## src/rtl/fetch_unit.sv

```systemverilog
// fetch_unit: instruction-fetch stage sitting between the PC and decode.
//
// Owns the fetch PC and drives the instruction-memory read address every cycle.
// The memory has one cycle of registered-address latency, so each returned word
// is paired with the PC that was issued on the previous edge. Pairs go to decode
// over a valid/ready handshake. A one-entry skid buffer (HOLD state) captures the
// memory output under backpressure, and a redirect port squashes in-flight work.
//
// Ports:
//   clk, rst        clock, synchronous active-high reset
//   imem_addr       read address to instruction memory (current fetch PC)
//   imem_insn       memory data for the address presented on the previous edge
//   out_valid/ready handshake to decode
//   out_insn/pc     instruction and its PC
//   redirect_valid  load redirect_pc as the new fetch PC, squash in-flight fetch
//   redirect_pc     redirect target (low offset bits ignored)
//
// Optional feature (macro FETCH_PERF_CNT_EN): adds saturating 32-bit counters
//   perf_fetch_cnt (transfers) and perf_stall_cnt (valid && !ready cycles).

module fetch_unit #(
    parameter int unsigned            ADDR_WIDTH = 32,
    parameter int unsigned            INSN_WIDTH = 32,
    parameter logic [ADDR_WIDTH-1:0] RESET_PC   = '0,
    parameter int unsigned            INSN_BYTES = 4
) (
    input  logic                  clk,
    input  logic                  rst,
    output logic [ADDR_WIDTH-1:0] imem_addr,
    input  logic [INSN_WIDTH-1:0] imem_insn,
    output logic                  out_valid,
    input  logic                  out_ready,
    output logic [INSN_WIDTH-1:0] out_insn,
    output logic [ADDR_WIDTH-1:0] out_pc,
    input  logic                  redirect_valid,
    input  logic [ADDR_WIDTH-1:0] redirect_pc
`ifdef FETCH_PERF_CNT_EN
    ,
    output logic [31:0]           perf_fetch_cnt,
    output logic [31:0]           perf_stall_cnt
`endif
);

    localparam logic [ADDR_WIDTH-1:0] PC_INC     = ADDR_WIDTH'(INSN_BYTES);
    localparam logic [ADDR_WIDTH-1:0] ALIGN_MASK = ~(PC_INC - 1'b1);

    typedef enum logic {StRun, StHold} state_e;

    state_e                r_state;
    logic [ADDR_WIDTH-1:0] r_pc;
    logic [ADDR_WIDTH-1:0] r_req_pc;
    logic                  r_req_valid;
    logic [INSN_WIDTH-1:0] r_hold_insn;
    logic [ADDR_WIDTH-1:0] r_hold_pc;

    logic                  w_valid;
    logic [INSN_WIDTH-1:0] w_insn;
    logic [ADDR_WIDTH-1:0] w_pc;
    logic                  w_xfer;

    assign imem_addr = r_pc;

    // Data is zeroed whenever the pair is not valid so reset and squash cycles
    // never expose stale memory output.
    always_comb begin
        w_valid = 1'b0;
        w_insn  = '0;
        w_pc    = '0;
        if (!rst && !redirect_valid) begin
            if (r_state == StHold) begin
                w_valid = 1'b1;
                w_insn  = r_hold_insn;
                w_pc    = r_hold_pc;
            end else if (r_req_valid) begin
                w_valid = 1'b1;
                w_insn  = imem_insn;
                w_pc    = r_req_pc;
            end
        end
    end

    assign out_valid = w_valid;
    assign out_insn  = w_insn;
    assign out_pc    = w_pc;
    // w_valid already excludes redirect cycles.
    assign w_xfer    = w_valid && out_ready;

    always_ff @(posedge clk) begin
        if (rst) begin
            r_state     <= StRun;
            r_pc        <= RESET_PC;
            r_req_pc    <= '0;
            r_req_valid <= 1'b0;
            r_hold_insn <= '0;
            r_hold_pc   <= '0;
        end else if (redirect_valid) begin
            // Squash the in-flight read and any held pair.
            r_state     <= StRun;
            r_pc        <= redirect_pc & ALIGN_MASK;
            r_req_valid <= 1'b0;
        end else begin
            case (r_state)
                StRun: begin
                    if (!r_req_valid || w_xfer) begin
                        r_pc        <= r_pc + PC_INC;
                        r_req_pc    <= r_pc;
                        r_req_valid <= 1'b1;
                    end else begin
                        // Memory output is only valid this cycle; park it.
                        r_hold_insn <= imem_insn;
                        r_hold_pc   <= r_req_pc;
                        r_state     <= StHold;
                    end
                end
                StHold: begin
                    // r_pc was held, so memory is already re-reading it.
                    if (w_xfer) begin
                        r_pc        <= r_pc + PC_INC;
                        r_req_pc    <= r_pc;
                        r_req_valid <= 1'b1;
                        r_state     <= StRun;
                    end
                end
                default: r_state <= StRun;
            endcase
        end
    end

`ifdef FETCH_PERF_CNT_EN
    logic [31:0] r_fetch_cnt;
    logic [31:0] r_stall_cnt;

    always_ff @(posedge clk) begin
        if (rst) begin
            r_fetch_cnt <= '0;
            r_stall_cnt <= '0;
        end else begin
            if (w_xfer && (r_fetch_cnt != 32'hFFFF_FFFF)) begin
                r_fetch_cnt <= r_fetch_cnt + 32'd1;
            end
            if (w_valid && !out_ready && (r_stall_cnt != 32'hFFFF_FFFF)) begin
                r_stall_cnt <= r_stall_cnt + 32'd1;
            end
        end
    end

    assign perf_fetch_cnt = r_fetch_cnt;
    assign perf_stall_cnt = r_stall_cnt;
`endif

endmodule

```

## config.mk

```make
export PLATFORM = sky130hd
export DESIGN_NAME = fetch_unit
export DESIGN_NICKNAME = d
export VERILOG_FILES = /design/src/rtl/fetch_unit.sv
export SDC_FILE = /design/constraint.sdc
export NUM_CORES = 1
export LEC_CHECK = 0
export BUFFER_PORTS_ARGS = -buffer_cell sky130_fd_sc_hd__buf_2
export CORE_AREA = 8 8 154 156
export CTS_BUF_LIST = sky130_fd_sc_hd__clkbuf_16
export DETAILED_ROUTE_END_ITERATION = 16
export DIE_AREA = 0 0 162 164
export GPL_ROUTABILITY_DRIVEN = 0
export PLACE_DENSITY = 0.58
export SKIP_CTS_REPAIR_TIMING = 1
export SYNTH_ARGS = -nofsm -noshare
export SYNTH_HDL_FRONTEND = slang
export SYNTH_SLANG_ARGS = --single-unit
```

## constraint.sdc

```tcl
create_clock -name clk -period 1.5 [get_ports clk]
set_input_delay 0.075 -clock clk [delete_from_list [all_inputs] [get_ports clk]]
set_output_delay 0.075 -clock clk [all_outputs]
set_load 0.05 [all_outputs]
```

# == Word-level counts from Yosys, hierarchy flattened ==
# Index checks and enable logic that the tools add are counted.
# classes
n_addsub,1
mul,0
div_mod_pow,0
n_lt_le_gt_ge,0
n_eq_ne,4
shifts,0
n_mux,22
n_bitwise,3
n_reduce_logical,11
# op_table
operator,n
$mux 32,11
$pmux 32 s2,2
$add 32x3->32 const B,1
$mux 1,7
$reduce_and 3->1,2
$pmux 1 s2,2
$reduce_and 2->1,2
$logic_not 1->1,3
$ne 3x2->1 const B,1
$ne 3x3->1 const B,1
$not 1->1,3
$logic_and 1x1->1,2
$ne 2x1->1 const B,1
$ne 2x2->1 const B,1
$reduce_or 2->1,1
$logic_or 1x1->1,1
# word_totals
reg_bits,130
latch_bits,0
ramBits,0
mem_bits_ro,0
word_cells,48
n_memories,0

# == Depth between registers and ports, before layout ==
# Gate-level depths: netlist of run 1.
# depth
ltp_word,8
ltp_mapped,8
depth_no_buf,5

# == Worst setup path before layout of run 1 ==
# OpenSTA, ideal clock, no wires.
# synth_path
path_kind,register to register
from,register r_pc[4] (netlist: imem_addr[4])
to,register r_pc[31] (netlist: imem_addr[31])
setup_time_ps,129
arrival_time_ps,1878
t_required_ps,1371
slack_ps,-507
stages_incl_launch_ff,8
synth_period_minus_slack_ps,2007
path_cell_list,dfxtp_1 > and4_1 > buf_6 > nand4_4 > buf_6 > nor4_4 > xnor2_1 > o22ai_1
# synth_via
elab_chain_len,4
# synth_lines
item,line_no,text
start: declaration,50,logic [ADDR_WIDTH-1:0] r_pc;
start signal: assignment,99,r_pc <= redirect_pc & ALIGN_MASK;
start signal: assignment,105,r_pc <= r_pc + PC_INC;
start signal: assignment,118,r_pc <= r_pc + PC_INC;
$add 32x3->32 (*),"105, 118",
$mux 32 (on tied branches),"117, 104",
$pmux 32 s2 (*),102,case (r_state)
$mux 32 (*),96,end else if (redirect_valid) begin
# Mark *: on every way between the ends. The rest lies on a longest branch, timed or not. The select of a mux whose other input is x is not followed.
# A chain may end at the register's enable or synchronous reset.

# == Final worst setup path of run 1 ==
# layout_path
from,register r_state
to,output out_insn[21]
# layout_via
elab_chain_len,2
# layout_lines
item,line_no,text
start: declaration,49,state_e r_state;
start signal: assignment,90,r_state <= StRun;
start signal: assignment,98,r_state <= StRun;
start signal: assignment,112,r_state <= StHold;
$mux 32,70,if (r_state == StHold) begin
$mux 32,69,if (!rst && !redirect_valid) begin
end: declaration,33,"output logic [INSN_WIDTH-1:0] out_insn,"
# Every way passes these cells.

==> impl_metrics.ini, run 1 <==
[outcome]
status = finished, violations left
violations = setup timing

[timing]
slew_violations = 0
hold_ws_ns = 0.002182
worstMarginPinSlew_ns = 0.6651
min_period_ns = 1.732
fmax_mhz = 577.3
finalHoldViolations = 0
setup_ws_ns = -0.2323
finClkSkew_ns = 0.01750
rsz0062_at_grt = yes
fin_crit_sh_pct = 115.5
max_slew_margin_pct = 55.66
setup_viol = 141

[yosys]
synth_cell_type_count = 46
syn-cell-area_sq_mm = 0.006261
synthXorXnorAreaFrac_pct = 3.777
seq_area_frac_synth_pct = 39.65
yosys.area_share.simple_pct = 31.77
synth-seq-cells = 124
synthAdderAreaFrac_pct = 0.1998
synth_cells = 909
postSynthAreaPerCell_sq_um = 6.888
synth_compound_area_share_pct = 17.81
synth_top_family_by_area = simple AND/OR/NAND/NOR gates
synthMuxAreaShare_pct = 0.4796
yosysWarningCount = 0

[detailed_routing]
drc = 0
drtIter0Drc = 449
avgViaCountPerCell = 4.880
via_count = 7096
postRouteAntennaNets = 0
first_pass_iters = 5
wirelength_microns = 26130
drt-wirelength-per-cell_microns = 17.97

[setup_path]
worstSetupEndpointType = primary output
cp.required_ns = 1.42
reg2reg_from = imem_addr[5]
rrSetupSlack_ns = -0.13
rr_worst_depth = 6
cp_data_arrival_time_ns = 1.66
startpoint_type = flop
reg2reg_to = imem_addr[19]
crit_type = reg2out
critical_path_peak_fanout = 8

[global_routing]
grtUsageTotal_pct = 15.05
antenna_found_initial = 0
grt_pass1_vias = 6097
grt_max_degree = 126
grt_pass1_wl_microns = 32540
grt_overflow = 0

[clocking]
cts_sinks = 124
htreeDepth = 4
clk_pin_slew_ns = 0.06
cts_root_buffer = clkbuf_16
cts_buffer_depth = 2
clk_latency_ns = 0.42
numCtsBuffers = 17
tritoncts = yes

[floorplanning]
fp.dieH_microns = 164
coreArea_sq_mm = 0.02135
start_util_pct = 29.32
die_w_microns = 162
fp-row-count = 54
die_area_sq_mm = 0.02657
ios = 165

[job]
cap_violations = 0

[final_layout]
syn_to_final_growth_pct = 73.16
final_area_sq_mm = 0.01084
drive_gt1_share_pct = 44.46
fin_nets = 1230
final_cell_count_no_fill = 1454
diodes = 0

[placement]
port_buffers = 158
place_inst = 1329
hpwlAfterDp_microns = 13490
placed_area_sq_mm = 0.008015

[min_path]
hp-start = redirect_pc[27]
hp-class = in2reg
hold_end = imem_addr[27]
min_path_cells = 3

[pwr]
leakage_nw = 4.085
power_density_mw_per_mm2 = 843.1
peakVddDrop_mv = 0.7382
power by group:
part	internal, W	switching [W]	total [W]
combinational	0.000682	0.00104	0.00172
sequential	0.00340	0.000100	0.00350
clock	0.00230	0.00161	0.00392
metrics by stage:
step	worst slack [ns]	power, W	util, %	TNS, ns
3_5_place_dp	-0.1700	0.004855	37.54	-5.181
2_1_floorplan	-0.1424	0.004399	-	-6.032
6_report	-0.2323	0.009141	50.78	-15.69
3_3_place_gp	-0.1375	0.004852	37.54	-3.716
4_1_cts	-0.5232	0.008785	40.18	-34.48
5_1_grt	-0.2852	0.009510	50.78	-27.71
state kept, by name, summed over array words and instances, names as in the netlist:
register,flops
imem_addr,30
r_hold_pc,30
r_req_valid,1
r_req_pc,30
r_hold_insn,32
r_state,1
routing by layer:
metal / track usage [%] / wire length, microns / vias to the layer above
met1: 20.18 / 11820 / 3363
met4: 3.998 / 299 / 0
li1: - / - / 3516
met3: 4.185 / 1240 / 22
met2: 23.34 / 12770 / 195
met5: 0 / 0 / -
worst max-delay path by stage:
stage,startpoint,to,slack (ns),cells past startpoint
6_report,r_state,out_insn[21],-0.23,6
4_1_cts,r_state,out_insn[9],-0.52,6
2_1_floorplan,r_state,out_insn[14],-0.14,5
3_5_place_dp,r_req_valid,imem_addr[28],-0.17,5
3_3_place_gp,r_req_valid,imem_addr[28],-0.14,5
5_1_grt,r_state,out_insn[31],-0.29,6
layout by cell type, fill, tap and decap left out, types with 5 or more instances in the layout:
master	n
nand2_2	14
a21oi_1	109
dfxtp_4	20
buf_2	95
dfxtp_1	95
buf_8	14
a31oi_1	9
nor3_2	5
nor2_1	41
buf_12	14
o22ai_1	9
a211oi_1	7
clkbuf_16	33
dfxtp_2	9
and2_1	10
nor2_4	42
nor2_2	60
dlygate4sd3_1	53
buf_16	5
nand2_1	250
xnor2_1	25
nand3_1	6
buf_4	53
a21oi_2	54
buf_6	58
critical path, stage by stage (launching register included):
cell and delay, ns:
dfxtp_4 0.38, buf_12 0.16, buf_8 0.16, buf_4 0.15
a21oi_4 0.16, nor2_4 0.04, buf_6 0.16
layout make-up:
class,count,area [sq um]
inverter,4,15.01
fill,2040,10510
tap,280,350.3
timing repair buffer,306,3035
clock inverter,13,87.58
multi-input combinational,708,4309
clock buffer,19,475.5
sequential,124,2569
logic make-up after synthesis:
kind of cell	Yosys count
AOI/OAI and AO/OA	206
xor gates and xnor gates	27
adders and majority gates	1
buffers and inverters	81
DFF	124
muxes	3
other	1
and+or+nand+nor	466
cells in the mapped netlist (all sizes together):
master / n / share of area, %
and2: 12 / 1.2
ha: 1 / 0.20
a21oi: 166 / 13
o2111ai: 4 / 0.56
o311a: 1 / 0.16
nand2: 267 / 16
dfxtp: 124 / 40
mux2i: 3 / 0.48
o21bai: 2 / 0.24
nor3b: 3 / 0.52
clkbuf: 47 / 3.1
xor2: 2 / 0.28
and3: 3 / 0.32
o211ai: 3 / 0.36
and4: 5 / 0.70
dlymetal6s2s: 1 / 0.20
buf: 29 / 2.7
conb: 1 / 0.060
o22ai: 9 / 0.90
nor3: 13 / 1.4
nor2: 143 / 8.7
o21ai: 3 / 0.24
nor4: 5 / 0.94
nor2b: 1 / 0.10
a211oi: 8 / 1.0
inv: 4 / 0.24
or2: 2 / 0.20
nand3: 7 / 0.56
a31oi: 9 / 0.90
o311ai: 1 / 0.14
nand4: 5 / 1.1
xnor2: 25 / 3.5
No activity file was read; power rests on OpenSTA's default activity.
==> run 2: changes to the inputs <==
--- a/config.mk
+++ b/config.mk
@@ -11,7 +11,7 @@
 export DETAILED_ROUTE_END_ITERATION = 16
 export DIE_AREA = 0 0 162 164
 export GPL_ROUTABILITY_DRIVEN = 0
-export PLACE_DENSITY = 0.58
+export PLACE_DENSITY = 0.56
 export SKIP_CTS_REPAIR_TIMING = 1
 export SYNTH_ARGS = -nofsm -noshare
 export SYNTH_HDL_FRONTEND = slang
==> constraint.sdc (replaced) <==
create_clock -name clk -period 1.7 [get_ports clk]
set_input_delay 0.085 -clock clk [delete_from_list [all_inputs] [get_ports clk]]
set_output_delay 0.085 -clock clk [all_outputs]
set_load 0.05 [all_outputs]
==> run 2 against run 1 <==
- the run still ends with setup timing left
- highest routed layer unchanged
- flip-flop and latch count did not move
- first-iteration DRC count fell by 20%
- worst setup slack improved by 0.16 ns
- register-to-register slack improved by 0.18 ns
- design area fell by 2.2%
- critical path depth rose by 1
==> impl_metrics.ini, run 2 (same netlist as run 1, synthesis figures left out) <==
[detailed_routing]
first_pass_iters = 4
drtIter0Drc = 359
avgViaCountPerCell = 4.741
drt-wirelength-per-cell_microns = 17.07
drc = 0
via_count = 6907
wirelength_microns = 24880
postRouteAntennaNets = 0

[setup_path]
cp.required_ns = 1.62
crit_type = reg2out
cpPeakStageDelay_ns = 0.37
worstSetupEndpointType = primary output
cp_data_arrival_time_ns = 1.69
startpoint_type = flop
rr_worst_depth = 6
path_cells = buf_12 -> clkbuf_16 -> buf_4 -> nor2_4 -> a21oi_2 -> nor2_2 -> buf_6
critical_path_peak_fanout = 8
cpMaxStageDelayCell = dfxtp_4

[global_routing]
grt_overflow = 0
grt_pass1_vias = 5953
grt_pass1_wl_microns = 31780
grtUsageTotal_pct = 14.68
grt_max_degree = 126
antenna_found_initial = 0

[floorplanning]
fp-row-count = 54
ios = 165
die_area_sq_mm = 0.02657
coreArea_sq_mm = 0.02135
die_w_microns = 162
start_util_pct = 29.32
fp.dieH_microns = 164

[timing]
slew_violations = 0
worstMarginPinSlew_ns = 0.9022
hold_ws_ns = 0.01361
fin_crit_sh_pct = 104.3
setup_ws_ns = -0.07357
tns_ns = -0.6261
finalHoldViolations = 0
min_period_ns = 1.774
finClkSkew_ns = 0.008668
max_slew_margin_pct = 39.85
setup_viol = 19
fmax_mhz = 563.8
rsz0062_at_grt = yes

[placement]
hpwlAfterDp_microns = 13200
port_buffers = 158

[pwr]
power_density_mw_per_mm2 = 754.2
peakVddDrop_mv = 0.6790
power.total_w = 0.008000
leakage_nw = 4.065

[clocking]
clk_latency_ns = 0.42
cts_sinks = 124
cts_buffer_depth = 2
cts_root_buffer = clkbuf_16
htreeDepth = 4
tritoncts = yes
clk_pin_slew_ns = 0.06
numCtsBuffers = 17

[final_layout]
fill_cells = 2127
multiInputGateArea_sq_mm = 0.004159
drive_gt1_share_pct = 44.27
utilization_pct = 49.68
seq_area_sq_mm = 0.002546
layout_commonest_cell = nand2_1
fin_nets = 1233
largest_reg_flops = 32
largest-register = r_hold_insn
diodes = 0
most-common-layout-cells = nand2_1, a21oi_1, dfxtp_1
syn_to_final_growth_pct = 69.42

[outcome]
violations = setup timing
status = finished, violations left

[min_path]
hp-class = in2reg
min_path_cells = 3

[job]
cap_violations = 0
run 2: cell count changes in the layout (fill, tap and decap cells not counted), sizes merged:
cell	before	now
inv	7	10
nand4	6	5
clkinv	8	7
dlygate4sd3	53	52
bufinv	0	1
clkinvlp	2	1
buf	239	247
nor2	143	144
clkbuf	33	27
run 2: worst max-delay path, delay by kind of cell, from the launching register on:
kind | cells | cell delay [ns]
and+or+nand+nor | 2 | 0.19
buffers and inverters | 4 | 0.67
DFF | 1 | 0.37
AOI/OAI and AO/OA | 1 | 0.04
run 2: layer usage:
layer / global-route usage, % / part of all wire [%]
met3: 4.361 / 6.0
met1: 20.05 / 46
met4: 3.956 / 1.1
met2: 22.08 / 47
met5: 0 / 0
run 2: worst paths after layout:
check             startpoint         endpoint  slack (ns)
min reg2reg  r_hold_insn[29]  r_hold_insn[29]        0.45
max reg2reg     imem_addr[7]    imem_addr[31]        0.05
min          redirect_pc[27]    imem_addr[27]        0.01
max                  r_state     out_insn[26]       -0.07
run 2: through the flow:
step | area [sq um] | worst slack [ns] | cells
finish | 10610 | -0.07357 | 1457
floorplan | 6487 | 0.007071 | 912
global route | 10610 | -0.1421 | 1457
CTS | 8254 | -0.5051 | 1351
detailed placement | 7692 | -0.1090 | 1319
global placement | 7692 | -0.08351 | 1319
run 2: area by class of cell:
cell class              instances  share of cell area (%)
repair buffers                309                   28.05
inverters                       4                  0.1415
multi-input cells             708                   39.21
flip-flops and latches        124                   24.00
well taps                     280                   3.303
clock buffers                  17                   4.010
clock inverters                15                   1.286
run 2: power breakdown:
group          switching, W  internal (W)
Sequential         0.000101       0.00301
Combinational      0.000852      0.000563
Clock               0.00145       0.00203
Total               0.00240       0.00560
==> run 3: changes to the inputs <==
--- a/config.mk
+++ b/config.mk
@@ -7,7 +7,6 @@
 export LEC_CHECK = 0
 export BUFFER_PORTS_ARGS = -buffer_cell sky130_fd_sc_hd__buf_2
 export CORE_AREA = 8 8 154 156
-export CTS_BUF_LIST = sky130_fd_sc_hd__clkbuf_16
 export DETAILED_ROUTE_END_ITERATION = 16
 export DIE_AREA = 0 0 162 164
 export GPL_ROUTABILITY_DRIVEN = 0
==> run 3 against run 2 <==
- the flow still finishes with violations (setup timing)
- flip-flop and latch count unchanged
- sequential power about the same
- fmax down 3.1%
- clock power up 1%
- design area up 1.4%
- wire length up 3.4%
- register-to-register slack worse by 0.05 ns
- worst setup slack worse by 0.056 ns
- critical endpoint is now out_insn[8]
- largest cell class unchanged
- largest power group unchanged
- highest routed layer unchanged
==> impl_metrics.ini, run 3 (same netlist as run 1, synthesis figures left out) <==
[clocking]
clk_pin_slew_ns = 0.06
clk_latency_ns = 0.42
numCtsBuffers = 17
htreeDepth = 4
cts_sinks = 124
cts_root_buffer = clkbuf_16
tritoncts = yes
cts_buffer_depth = 2

[placement]
hpwlAfterDp_microns = 13200
post-place-ws_ns = -0.1090
port_buffers = 158

[floorplanning]
fp.dieH_microns = 164
start_util_pct = 29.32
fp-row-count = 54
ios = 165
coreArea_sq_mm = 0.02135
die_area_sq_mm = 0.02657
die_w_microns = 162

[setup_path]
path_cells = buf_12 -> buf_12 -> buf_4 -> nand2_1 -> nor2_2 -> a21oi_2 -> nor2_2 -> buf_6
cp.required_ns = 1.62
critPathBufInv = 4
worstSetupEndpointType = primary output
critPathTopFamily = buffers and inverters
cp_data_arrival_time_ns = 1.74
startpoint_type = flop
critical_path_peak_fanout = 8
crit_type = reg2out
cpPeakStageDelay_ns = 0.43
cpMaxStageDelayCell = dfxtp_4

[timing]
worstMarginPinSlew_ns = 0.9194
tns_ns = -1.702
setup_viol = 38
max_slew_margin_pct = 38.71
fin_crit_sh_pct = 107.6
slew_violations = 0
min_period_ns = 1.830
finalHoldViolations = 0
finClkSkew_ns = 0.007446
fmax_mhz = 546.5
setup_ws_ns = -0.1299
rsz0062_at_grt = yes

[detailed_routing]
via_count = 6973
avgViaCountPerCell = 4.789
drtIter0Drc = 366
drc = 0
first_pass_iters = 4
wirelength_microns = 25730
drt-wirelength-per-cell_microns = 17.67
postRouteAntennaNets = 0

[pwr]
power_density_mw_per_mm2 = 753.8
leakage_nw = 4.155
peakVddDrop_mv = 0.6544

[final_layout]
fill_cells = 2109
layout_commonest_cell = nand2_1
largest-register = r_hold_insn
most-common-layout-cells = nand2_1, a21oi_1, dfxtp_1
largest_reg_flops = 32
diodes = 0
fin_nets = 1232
drive_gt1_share_pct = 45.83
syn_to_final_growth_pct = 71.80

[global_routing]
grt_pass1_wl_microns = 31820
grt-busiest-layer = met2
met3_usage_pct = 4.361
grt_overflow = 0
met1_usage_pct = 20.06
grt_max_degree = 126
grt_pass1_vias = 5968
antenna_found_initial = 0
grtUsageTotal_pct = 14.70
grt_util_met2_pct = 22.12

[min_path]
hp-class = in2reg

[outcome]
violations = setup timing
status = finished, violations left

[job]
cap_violations = 0
-- run 3: path summary, 6_finish.rpt --
path,startpoint,end,slack (ns),cells past startpoint
max,r_req_valid,out_insn[8],-0.13,8
min,redirect_pc[27],imem_addr[27],0.009,3
max reg2reg,r_req_valid,imem_addr[11],0,7
min reg2reg,r_hold_insn[26],r_hold_insn[26],0.45,2
-- run 3: worst register-to-register path, delay by kind of cell (launching register included) --
kind                   cells  cell delay (ns)
and+or+nand+nor            3             0.59
buffers and inverters      3             0.45
DFF                        1             0.39
AOI/OAI and AO/OA          1             0.18
-- run 3: routing by layer --
layer	vias up	part of all wire, %	wire length (microns)
li1	3519	-	-
met1	3267	45	11690
met2	168	48	12380
met3	19	5.2	1343
met4	0	1.2	317
met5	-	0	0
-- run 3: layout make-up --
type	count	area (sq um)	area share, %
multi-input combinational	708	4318	40.14
timing repair buffer	308	2955	27.47
sequential	124	2546	23.67
clock buffer	18	439.2	4.083
tap	280	350.3	3.257
clock inverter	14	132.6	1.233
inverter	4	15.01	0.1396
-- run 3: power by group --
part / total (W) / internal, W / switching (W)
combinational: 0.00146 / 0.000582 / 0.000881
clock: 0.00353 / 0.00207 / 0.00146
sequential: 0.00311 / 0.00301 / 0.000108
total: 0.00811 / 0.00566 / 0.00244
-- run 3: through the flow --
stage	instance area [sq um]	util, %	instances	total power, W	hold WS, ns
after floorplan	6487	-	912	0.003857	0.1643
after global placement	7692	36.03	1319	0.004210	0.3198
after detailed placement	7692	36.03	1319	0.004214	0.3226
after CTS	8264	38.71	1351	0.007772	-0.1235
after global routing	10760	50.38	1456	0.008438	0.01732
final	10760	50.38	1456	0.008108	0.009369
